### config.mk
export PLATFORM = sky130hd
export DESIGN_NAME = if_fetch_unit
export DESIGN_NICKNAME = d
export VERILOG_FILES = /design/src/rtl/if_fetch_unit.sv
export SDC_FILE = /design/constraint.sdc
export NUM_CORES = 1
export LEC_CHECK = 0
export ABC_AREA = 1
export BUFFER_PORTS_ARGS = -buffer_cell sky130_fd_sc_hd__clkbuf_2
export CAP_MARGIN = 10
export CORE_MARGIN = 3
export CORE_UTILIZATION = 45
export DETAILED_ROUTE_END_ITERATION = 8
export PLACE_DENSITY_LB_ADDON = 0.05
export SLEW_MARGIN = 30
export SYNTH_ARGS = -nofsm -noshare
export SYNTH_HDL_FRONTEND = slang
export SYNTH_SLANG_ARGS = --single-unit
### constraint.sdc
create_clock -name clk -period 5.3 [get_ports clk]
set_input_delay 1.06 -clock clk [delete_from_list [all_inputs] [get_ports clk]]
set_output_delay 1.06 -clock clk [all_outputs]
set_load 0.01 [all_outputs]
### src/rtl/if_fetch_unit.sv
// Instruction-fetch stage: owns the PC, issues single-outstanding imem requests, 1-entry fetch buffer.
// Optional misaligned-fetch trap enabled by defining IF_ALIGN_CHK_EN.
module if_fetch_unit #(
    parameter logic [31:0] RESET_PC  = 32'h0000_0000,
    parameter logic [31:0] NOP_INSTR = 32'h0000_0000
) (
    input  logic        clk,
    input  logic        reset,
    input  logic        stall,
    input  logic        redirect,
    input  logic [31:0] redirect_pc,
    output logic        imem_req,
    output logic [31:0] imem_addr,
    input  logic        imem_gnt,
    input  logic        imem_rvalid,
    input  logic [31:0] imem_rdata,
    output logic [31:0] if_instr,
    output logic [31:0] if_pc4,
    output logic        if_valid,
    output logic        if_exc
);

    typedef enum logic [2:0] {
        S_START,
        S_ISSUE,
        S_WAIT,
`ifdef IF_ALIGN_CHK_EN
        S_DRAIN,
        S_HALT
`else
        S_DRAIN
`endif
    } state_t;

    state_t      state;
    logic [31:0] pc;
    logic [31:0] req_pc;
    logic [31:0] buf_instr;
    logic [31:0] buf_pc4;
    logic        buf_valid;
    logic        can_issue;
    logic        misaligned;
`ifdef IF_ALIGN_CHK_EN
    logic        exc_q;
`endif

    // Issuing only when the buffer is empty at the next edge guarantees room for the response.
    always_comb begin
        can_issue  = !buf_valid || !stall;
`ifdef IF_ALIGN_CHK_EN
        misaligned = (pc[1:0] != 2'b00);
`else
        misaligned = 1'b0;
`endif
        imem_req   = (state == S_ISSUE) && can_issue && !redirect && !misaligned;
    end

    assign imem_addr = pc;
    assign if_instr  = buf_instr;
    assign if_pc4    = buf_pc4;
    assign if_valid  = buf_valid;
`ifdef IF_ALIGN_CHK_EN
    assign if_exc    = exc_q;
`else
    assign if_exc    = 1'b0;
`endif

    always_ff @(posedge clk or posedge reset) begin
        if (reset) begin
            state     <= S_START;
            pc        <= RESET_PC;
            req_pc    <= RESET_PC;
            buf_instr <= NOP_INSTR;
            buf_pc4   <= '0;
            buf_valid <= 1'b0;
`ifdef IF_ALIGN_CHK_EN
            exc_q     <= 1'b0;
`endif
        end else begin
            if (buf_valid && !stall) begin
                buf_valid <= 1'b0;
                buf_instr <= NOP_INSTR;
                buf_pc4   <= '0;
            end
            if (redirect) begin
                // Redirect wins over stall and every FSM action; an in-flight response gets drained.
                pc        <= redirect_pc;
                buf_valid <= 1'b0;
                buf_instr <= NOP_INSTR;
                buf_pc4   <= '0;
`ifdef IF_ALIGN_CHK_EN
                exc_q     <= 1'b0;
`endif
                case (state)
                    S_WAIT, S_DRAIN: state <= imem_rvalid ? S_ISSUE : S_DRAIN;
                    default:         state <= S_ISSUE;
                endcase
            end else begin
                case (state)
                    S_START: state <= S_ISSUE;
                    S_ISSUE: begin
`ifdef IF_ALIGN_CHK_EN
                        if (misaligned) begin
                            if (can_issue) begin
                                buf_instr <= NOP_INSTR;
                                buf_pc4   <= pc + 32'd4;
                                buf_valid <= 1'b1;
                                exc_q     <= 1'b1;
                                state     <= S_HALT;
                            end
                        end else
`endif
                        if (imem_req && imem_gnt) begin
                            req_pc <= pc;
                            pc     <= pc + 32'd4;
                            state  <= S_WAIT;
                        end
                    end
                    S_WAIT: begin
                        if (imem_rvalid) begin
                            buf_instr <= imem_rdata;
                            buf_pc4   <= req_pc + 32'd4;
                            buf_valid <= 1'b1;
                            state     <= S_ISSUE;
                        end
                    end
                    S_DRAIN: begin
                        if (imem_rvalid) state <= S_ISSUE;
                    end
`ifdef IF_ALIGN_CHK_EN
                    S_HALT: state <= S_HALT;
`endif
                    default: state <= S_START;
                endcase
            end
        end
    end

endmodule

==> impl_results.md, run 1 <==
* Share of layout cells above drive strength 1 at a little under a quarter
* Drt pass-1 iters at 5
* Part of the power in registers at a little over two fifths
* Leak Pwr at about 4.1 nW
* Pin count of the biggest net entering global routing at roughly 130
* Beginning of the critical path: redirect
* R2R Path Start: state[1]
* Clock-pin slew on the worst setup and hold paths at 0.05 ns
* Placer Congestion at between 0.8 and 0.9
* DIE HEIGHT at 131 um
* Unrepaired setup endpoints after global routing: no
* Netlist cell types at 37
* CTS buffer count at 17
* Initial antenna violation count at 0
* Mapped cell area at around 7000 um2
* Sw power at 865 uW
* CP Data Arrival Time at 1.62 ns
* Post-route DRC at 0
* GRT Util Overall at roughly 22%
* Syn nets at 1002
* CP endpoint: imem_req
* Vias/cell at around 5.0
* Critical setup path kind: input port to primary output
* Critical path peak fanout at 7
* Fill cells at 1508
* VDD IR max at 0.204 mV
* Remaining Overflow, GRT at 0
* Pre-CTS setup slack at about 2.6 ns
* Highest clock rate at between 0.3 and 0.4 GHz
* Fin Clk Skew at around 0.0081 ns
* Register Area at 3280 um2
* Flop-to-flop setup slack at roughly 3.3 ns
* Clock Latency Late Sink at roughly 0.4 ns
* Final Non-Filler Cells at between 1000 and 1500
* Slew Viols, Final at 0
* Hold depth at 2
* Final WS setup at around 2.6 ns
* Starting Density at 46.0%
* Input/output buffers at 167
* Hpwl dp at 13.6 mm
* Fin nets at 1154
* Sequential-to-total area share from yosys stat at 46.7%
* Final setup viols at 0
* Placed Cells at about 1300
* Worst Setup Start Kind: input port
* Diodes inserted at 0
* # Post-CTS Setup Buffers at 0
* P_int at 2.14 mW
* Clock sinks at approximately 130
* Tcrit/Tclk final at ~50%
* First-pass GRT wire length at between 30 and 40 mm
* FF-to-FF path depth at 6
* Sw Ratio at between 20% and 30%
* Max-Cap Viols at 0
* Hold path startpoint: if_pc4[4]
* Clock share of power at roughly 43%
* Vias in the first global route at approximately 6000
* Rel. slew slack at between 40% and 50%
* Setup TNS at 0 ns
* Area grow syn2layout at 22.6%
* Ports at 169
* Chip width at 131 um
* Worst-Margin Slew at a little under 0.8 ns
* Depth of the CTS H-tree at 4
* YS warnings at 0
* Clock tree buffer depth at 2
* Clock Tree Root: clkbuf_16
* Vias after detailed routing at 6476
* FF-to-FF End: if_pc4[12]
* Routed wire length at about 19 mm
* Seq cells post-synth at between 100 and 150
* Syn_area_per_cell at 7.55 um2
* Post-Syn Instances at 930
* Tmin final at between 2 and 3 ns
* Worst Path Required at roughly 4.2 ns
* Comb power frac at 15.7%
* # resized after CTS at 0
* Multi-input gate area at approximately 3200 um2
* Hold-fix buffers, CTS at 0
* Initial DRC count at 406
* Hold crit path type: flip-flop to flip-flop
* Core area at 15300 um2
* Die ar. at about 17000 um2
* Pwr Density at 349 nW/um2
* CP endpoint kind: primary output
* FP Rows at 45
* CTS tree: built
* Final Hold Viols at 0
* WL per Instance at roughly 14 um
* Status: finished clean
* Post-layout util at a little under three fifths
* Routed Antenna Nets at 0
[synth_stat cells (all sizes together)]
library cell  count  area (um2)
nor3             11        70.1
dfrtp           131        3280
nor4              1        6.26
conb              1        3.75
ha                2        25.0
o21ai            54         270
o211ai           15         113
or2               1        6.26
xor2              4        35.0
o21bai            7        52.6
a21oi            76         380
clkbuf           11        41.3
clkinv            1        8.76
nand3b           10        75.1
nor2             94         438
nand2           316        1220
and2              1        6.26
nand4            12        75.1
nand3            65         370
o311ai            1        8.76
inv              87         327
o221ai            1        8.76
buf              26         179
o41ai             1        8.76
a21o              1        7.51
[kinds of logic (layout without fill, tap and decap cells)]
kind of cell	count (synthesis)	count (layout)	synth area share (%)
compound gates	156	156	12.1
xor+xnor	4	4	0.499
buf+inv	125	290	7.92
other cells	1	1	0.0534
flops	131	131	46.7
simple gates	511	511	32.4
fa+ha+maj	2	2	0.357
[cell usage in the layout, fill, tap and decap left out, types with 6 or more instances in the layout]
cell / n
a21oi_1: 76
clkbuf_16: 17
clkbuf_2: 166
clkbuf_8: 6
dfrtp_1: 131
inv_1: 75
inv_2: 9
nand2_1: 307
nand2_2: 6
nand3_1: 59
nand3b_1: 10
nand4_1: 12
nor2_1: 76
nor2_2: 10
nor2_4: 8
nor3_1: 8
o211ai_1: 15
o21ai_0: 34
o21ai_1: 20
o21bai_1: 7
[stage by stage]
| stage | power, mW | area (um2) | hold slack (ns) |
|---|---|---|---|
| final | 3.00 | 8600 | 0.526 |
| after global routing | 3.16 | 8600 | 0.537 |
| after floorplan | 1.56 | 7020 | 0.459 |
| after CTS | 3.03 | 8600 | 0.530 |
| after global placement | 1.74 | 7940 | 0.516 |
| after detailed placement | 1.74 | 7940 | 0.516 |
[worst min-delay path by stage]
stage	slack (ns)	to
detailed placement	0.52	req_pc[1]
global placement	0.52	if_instr[17]
CTS	0.53	req_pc[1]
global route	0.54	if_instr[11]
finish	0.53	if_pc4[4]
floorplan	0.46	req_pc[0]
[critical path, stage by stage]
cell and delay (ns):
buf_4 0.13, clkinv_4 0.10, nand3_4 0.08, nor2_4 0.11, clkbuf_2 0.14
[metal layers]
layer  routed length (um)  vias up  global-route usage (%)
li1                     -     3316                       -
met1                 9180     2957                    32.1
met2                 8340      180                    33.6
met3                  963       23                    4.15
met4                  435        0                    8.17
met5                    0        -                       0
[area by class of cell]
type                            count  share of cell area, %
Inverter                           88                   3.97
Timing Repair Buffer              170                   10.2
Multi-Input combinational cell    674                   37.0
Clock buffer                       24                   5.95
Sequential cell                   131                   38.1
Clock inverter                      8                   1.69
Tap cell                          211                   3.07
[sequential cells by signal, summed over array words and instances (netlist names)]
name,count
if_instr,32
if_pc4,32
if_valid,1
imem_addr,32
req_pc,32
state,2
[power groups by stage]
stage | clock network [mW] | registers (mW) | logic [mW]
2_1_floorplan | 0 | 1.25 | 0.309
3_3_place_gp | 0 | 1.27 | 0.475
3_5_place_dp | 0 | 1.27 | 0.474
4_1_cts | 1.30 | 1.25 | 0.477
5_1_grt | 1.35 | 1.27 | 0.540
6_report | 1.28 | 1.25 | 0.472
Note: power is estimated with default switching activity, not from simulation.
==> run 2: changes to the inputs <==
==> constraint.sdc (replaced) <==
create_clock -name clk -period 2.2 [get_ports clk]
set_input_delay 0.44 -clock clk [delete_from_list [all_inputs] [get_ports clk]]
set_output_delay 0.44 -clock clk [all_outputs]
set_load 0.01 [all_outputs]
==> run 2 against run 1 <==
  * Clock skew fell by 0.0031 ns
  * Cell count increased by 0.54%
  * Register-to-register slack got worse by 2.9 ns
  * Global-route usage up 0.22 points
  * Sequential share of layout area fell by 0.31 points
  * Sequential cell count unchanged
  * Routed wire length increased by 0.39%
  * Critical path depth rose by 5
  * Non-clock buffer count up 7
  * Largest power group is now sequential cells
==> impl_results.md, run 2 (synthesis gave the netlist of run 1 again) <==
* VDD IR max at 0.504 mV (+150%)
* Status: finished clean
* Hold crit path type: input port to asynchronous set/reset pin
* Vias/cell at 4.98 (+0.47%)
* Beginning of the critical path: imem_addr[2]
* CTS buffer count at 17 (unchanged)
* Tcrit/Tclk final at approximately four fifths
* Chip width at 131 um (unchanged)
* CTS tree: built
* Clock Tree Root: clkbuf_16
* Final setup viols at 0 (unchanged)
* Register Area at 3280 um2 (unchanged)
* P_int at 5.04 mW (+140%)
* Critical path peak fanout at 7 (unchanged)
* CP endpoint: imem_addr[24]
* FP Rows at 45 (unchanged)
* Starting Density at 46.0% (unchanged)
* Ports at 169 (unchanged)
* Rel. slew slack at 64.8% (+18 points)
* Worst Setup Start Kind: flip-flop
* First-pass GRT wire length at 30.5 mm (+0.82%)
* Unrepaired setup endpoints after global routing: no
* Hpwl dp at 14.1 mm (+4.0%)
* Remaining Overflow, GRT at 0 (unchanged)
* Vias after detailed routing at 6541 (+1.0%)
* Drt pass-1 iters at 5 (unchanged)
* Routed Antenna Nets at 0 (unchanged)
* Initial DRC count at 356 (-12%)
* Comb power frac at 16.1% (+0.4 points)
* Tmin final at ~1.8 ns
* Max-Cap Viols at 0 (unchanged)
* Worst-Margin Slew at 0.529 ns (-0.266 ns)
* Worst Path Required at 2.50 ns (-1.74 ns)
* Die ar. at 17100 um2 (unchanged)
* # Post-CTS Setup Buffers at 0 (unchanged)
* Design Power at 7.13 mW (+140%)
* Initial antenna violation count at 0 (unchanged)
* Most frequent cells in the layout: nand2_1, clkbuf_2, dfrtp_1
* Share of layout cells above drive strength 1 at 23.2% (+0.31 points)
* Slew Viols, Final at 0 (unchanged)
* Routed wire length at 19.0 mm (+0.39%)
* Hold-fix buffers, CTS at 0 (unchanged)
* Placed Cells at 1281 (+0.55%)
* Clock share of power at 41.5% (-1.1 points)
* Clock-pin slew on the worst setup and hold paths at 0.06 ns (about the same)
* Clock sinks at 131 (unchanged)
* GRT Util Overall at 22.5% (+0.22 points)
* Sw power at 2.09 mW (+140%)
* Pwr Density at 822 nW/um2 (+140%)
* Sw Ratio at 29.3% (+0.48 points)
* Clock Latency Late Sink at 0.41 ns (about the same)
* R2R Path Start: imem_addr[2]
* Pin count of the biggest net entering global routing at 76 (-42%)
* Leak Pwr at 4.16 nW (+0.83%)
* CP Data Arrival Time at 2.10 ns (+0.48 ns)
* FF-to-FF path depth at 10 (+4)
* Diodes inserted at 0 (unchanged)
* Clock tree buffer depth at 2 (unchanged)
* Post-route DRC at 0 (unchanged)
* Flop-to-flop setup slack at 0.40 ns (-2.90 ns)
* Area grow syn2layout at 23.6%
* Input/output buffers at 167 (unchanged)
* Setup TNS at 0 ns (unchanged)
* Final Non-Filler Cells at 1313 (+0.54%)
* Highest clock rate at 0.555 GHz
* Vias in the first global route at 6109 (+1.4%)
* CP endpoint kind: flip-flop
* FF-to-FF End: imem_addr[24]
* DIE HEIGHT at 131 um (unchanged)
* Fill cells at 1528 (+1.3%)
* Depth of the CTS H-tree at 4 (unchanged)
* Pre-CTS setup slack at 0.338 ns (-2.26 ns)
* WL per Instance at 14.5 um (-0.15%)
* Placer Congestion at 0.868 (+0.46%)
* Critical setup path kind: flip-flop to flip-flop
* Commonest non-fill, non-tap cell in the layout: nand2_1
* # resized after CTS at 0 (unchanged)
* Multi-input gate area at 3180 um2 (unchanged)
* Fin nets at 1161 (+0.61%)
* Final Hold Viols at 0 (unchanged)
* Final WS setup at 0.399 ns (-2.22 ns)
* Fin Clk Skew at 0.00504 ns (-0.00305 ns)
* Core area at 15300 um2 (unchanged)
* Part of the power in registers at 42.3% (+0.6 points)
==> run 2: changes by cell type in the layout (fill, tap and decap cells not counted) <==
cell / change
buf_12: +5
clkbuf_8: -4
buf_4: +3
clkbuf_1: +2
inv_2: +2
inv_4: -2
buf_6: -1
clkinv_2: +1
clkinvlp_4: +1
==> run 2: how the worst min path moves through the flow <==
stage	endpoint	cells after the start	start
2_1_floorplan	req_pc[0]	2	req_pc[0]
3_3_place_gp	if_instr[1]	2	if_instr[1]
3_5_place_dp	if_instr[12]	2	if_instr[12]
4_1_cts	if_pc4[7]	3	reset
5_1_grt	if_pc4[7]	3	reset
6_report	if_pc4[7]	3	reset
==> run 2: critical path, stage by stage (launching register included) <==
cell and delay, ns:
dfrtp_1 0.46, ha_1 0.26, nand3_2 0.13, nor2_2 0.12, nand3_1 0.12, inv_2 0.11
nand2_4 0.08, nor2_4 0.18, nand2_1 0.08, nand2_1 0.06, nand3b_1 0.07
==> run 2: power groups by stage <==
stage          sequential, mW  clock [mW]  combinational, mW
2_1_floorplan            3.00           0              0.745
3_3_place_gp             3.05           0               1.15
3_5_place_dp             3.05           0               1.16
4_1_cts                  3.01        3.02               1.16
5_1_grt                  3.07        3.11               1.32
6_report                 3.02        2.96               1.15
==> run 2: routing by layer <==
metal  track usage [%]  wire length, um  share of wire [%]
met1              32.3             9200                 48
met2              35.0             8470                 45
met3              4.19             1100                5.8
met4              6.35              221                1.2
met5                 0                0                  0
==> run 2: final cells by class <==
cell class | instances | share of cell area (%)
clock buffers | 22 | 5.35
well taps | 211 | 3.04
repair buffers | 177 | 11.4
flip-flops and latches | 131 | 37.8
clock inverters | 10 | 1.79
inverters | 88 | 3.91
multi-input cells | 674 | 36.7
==> run 2: per-stage QoR <==
step           hold slack (ns)  cell area, um2  utilization, %
2_1_floorplan            0.459            7020               -
5_1_grt                  0.149            8670            56.8
3_5_place_dp             0.521            8050            52.8
4_1_cts                  0.129            8670            56.8
3_3_place_gp             0.517            8030            52.7
6_report                 0.121            8670            56.8
==> run 3: changes to the inputs <==
==> constraint.sdc (replaced) <==
create_clock -name clk -period 1.79 [get_ports clk]
set_input_delay 0.358 -clock clk [delete_from_list [all_inputs] [get_ports clk]]
set_output_delay 0.358 -clock clk [all_outputs]
set_load 0.01 [all_outputs]
==> run 3 against run 2 <==
  * Sequential power is 23% higher
  * Highest routed layer unchanged
  * Register-to-register slack got worse by 0.26 ns
  * Critical endpoint is now imem_addr[30]
  * Setup slack worse by 0.26 ns
  * Utilization rose by 0.46 points
  * Critical path depth stayed put
  * Largest power group unchanged
  * Maximum frequency grew 9.3%
  * Final area up 0.81%
  * Routed wire length is 0.99% lower
  * Cell count increased by 0.76%
==> impl_results.md, run 3 (synthesis gave the netlist of run 1 again) <==
* Ports at 169 (unchanged)
* Part of the power in registers at 43.8% (+1.5 points)
* CP Data Arrival Time at 1.95 ns (-0.15 ns)
* FP Rows at 45 (unchanged)
* Sw power at 2.50 mW (+20%)
* FF-to-FF End: imem_addr[30]
* GRT Util Overall at 22.5% (+0.026 points)
* Post-route DRC at 0 (unchanged)
* Post-route design area at 8740 um2 (+0.81%)
* FF-to-FF path depth at 10 (unchanged)
* Input/output buffers at 167 (unchanged)
* Worst path max stage delay at 0.40 ns (-0.06 ns)
* Tmin final at 1.65 ns (-0.154 ns)
* Sw Ratio at 29.5% (+0.16 points)
* Vias after detailed routing at 6580 (+0.60%)
* Die ar. at 17100 um2 (unchanged)
* Slew Viols, Final at 0 (unchanged)
* Initial DRC count at 464 (+30%)
* Cell depth of the worst setup path at 10 (unchanged)
* Routed Antenna Nets at 0 (unchanged)
* Placed Cells at 1291 (+0.78%)
* Status: finished clean
* CTS buffer count at 17 (unchanged)
* Critical setup path kind: flip-flop to flip-flop
* Register Area at 3280 um2 (unchanged)
* Final Non-Filler Cells at 1323 (+0.76%)
* Clock share of power at 39.1% (-2.4 points)
* Placer Congestion at 0.890 (+2.6%)
* Comb power frac at 17.1% (+1.0 points)
* Multi-input gate area at 3190 um2 (+0.16%)
* Fill cells at 1511 (-1.1%)
* Starting Density at 46.0% (unchanged)
* CTS tree: built
* Final setup viols at 0 (unchanged)
* Most frequent cells in the layout: nand2_1, clkbuf_2, dfrtp_1
* Core area at 15300 um2 (unchanged)
* Diodes inserted at 0 (unchanged)
* Initial antenna violation count at 0 (unchanged)
* First-pass GRT wire length at 30.4 mm (-0.63%)
* Worst Path Required at 2.09 ns (-0.41 ns)
* Drt pass-1 iters at 4 (-1)
* Bufs and invs on worst path at 1 (unchanged)
* Family with the most delay on the worst path: simple AND/OR/NAND/NOR gates
* Fin Clk Skew at 0.0114 ns (+0.00640 ns)
* CP endpoint: imem_addr[30]
* CP most frequent cell: nand2_1
* Depth of the CTS H-tree at 4 (unchanged)
* WHS at 0.0446 ns (-0.0763 ns)
* P_int at 5.98 mW (+19%)
* Fin nets at 1172 (+0.95%)
* VDD IR max at 0.694 mV (+38%)
* Hold-fix buffers, CTS at 0 (unchanged)
* Clock sinks at 131 (unchanged)
* Final Hold Viols at 0 (unchanged)
* CP endpoint kind: flip-flop
* Vias/cell at 4.97 (-0.16%)
* Pin count of the biggest net entering global routing at 97 (+28%)
* Chip width at 131 um (unchanged)
* DIE HEIGHT at 131 um (unchanged)
* Hpwl dp at 14.0 mm (-0.61%)
* Area grow syn2layout at 24.6%
* Pwr Density at 969 nW/um2 (+18%)
* Commonest non-fill, non-tap cell in the layout: nand2_1
* Clock Tree Root: clkbuf_16
* WL per Instance at 14.2 um (-1.7%)
* Flop-to-flop setup slack at 0.14 ns (-0.26 ns)
* Worst Setup Start Kind: flip-flop
* Critical path peak fanout at 7 (unchanged)
* Remaining Overflow, GRT at 0 (unchanged)
* Share of layout cells above drive strength 1 at 23.8% (+0.60 points)
* Max-Cap Viols at 0 (unchanged)
* Worst path cell trace: ha_2 -> nand3_2 -> nor2_2 -> nand3_1 -> inv_2 -> nand2_4 -> nor2_4 -> nand2_1 -> nand2_1 -> nand3b_1
* Clock Latency Late Sink at 0.42 ns (about the same)
* Clock-pin slew on the worst setup and hold paths at 0.06 ns (about the same)
* Setup TNS at 0 ns (unchanged)
* Tcrit/Tclk final at 92.0% (+10 points)
* Highest clock rate at 0.607 GHz (+9.3%)
* Hold crit path type: input port to asynchronous set/reset pin
* Clock tree buffer depth at 2 (unchanged)
* R2R Path Start: imem_addr[3]
* Vias in the first global route at 6020 (-1.5%)
* Slowest CP cell: dfrtp_1
* Beginning of the critical path: imem_addr[3]
* Leak Pwr at 4.20 nW (+1.1%)
* Placement Cell Area at 8170 um2 (+1.4%)
* Routed wire length at 18.8 mm (-0.99%)
==> run 3: cell types whose count changed in the layout (fill, tap and decap cells not counted), sizes merged <==
cell | previous run | this run
buf | 11 | 22
bufinv | 4 | 2
clkbuf | 188 | 192
clkinv | 5 | 4
clkinvlp | 3 | 1
==> run 3: area by class of cell <==
class                      instances  share of cell area, %
clock inverter                     5                  0.859
multi-input combinational        674                   36.5
sequential                       131                   37.5
inverter                          88                   3.88
timing repair buffer             188                   12.7
clock buffer                      26                   5.60
tap                              211                   3.02
==> run 3: worst min-delay path by stage <==
stage / start / to / slack [ns] / cells past startpoint
after floorplan: req_pc[0] / req_pc[0] / 0.46 / 2
after global placement: reset / if_pc4[5] / 0.50 / 3
after detailed placement: reset / if_pc4[5] / 0.50 / 3
after CTS: reset / if_pc4[5] / 0.06 / 3
after global routing: reset / if_pc4[5] / 0.08 / 3
final: reset / if_pc4[5] / 0.04 / 3
==> run 3: per-layer routing <==
| metal | vias up | wire, um | track usage (%) |
|---|---|---|---|
| met5 | - | 0 | 0 |
| met2 | 184 | 8420 | 33.8 |
| li1 | 3356 | - | - |
| met3 | 22 | 974 | 4.07 |
| met4 | 0 | 369 | 7.74 |
| met1 | 3018 | 9030 | 33.0 |
==> run 3: through the flow <==
stage / util (%) / setup WS, ns / total power, mW
after floorplan: - / -0.191 / 4.61
after global placement: 53.5 / 0.207 / 5.20
after detailed placement: 53.5 / 0.164 / 5.21
after CTS: 57.2 / 0.151 / 8.55
after global routing: 57.3 / -0.0125 / 8.96
final: 57.3 / 0.143 / 8.48
==> run 3: power by group through the flow <==
stage / Clock [mW] / Sequential, mW / Combinational, mW
2_1_floorplan: 0 / 3.69 / 0.916
3_3_place_gp: 0 / 3.75 / 1.45
3_5_place_dp: 0 / 3.75 / 1.46
4_1_cts: 3.39 / 3.70 / 1.47
5_1_grt: 3.53 / 3.78 / 1.66
6_report: 3.31 / 3.71 / 1.45
==> run 3: worst reg2reg max path, stage by stage (launching register included) <==
cell and delay (ns):
dfrtp_1 0.40, ha_2 0.22, nand3_2 0.12, nor2_2 0.12, nand3_1 0.11, inv_2 0.10, nand2_4 0.08, nor2_4 0.18
nand2_1 0.07, nand2_1 0.06, nand3b_1 0.07
==> run 3: repair_timing <==
action / in CTS / in global routing
setup endpoints to repair: 0 / 2
buffers inserted: 0 / 1
gates resized for setup: 0 / 2
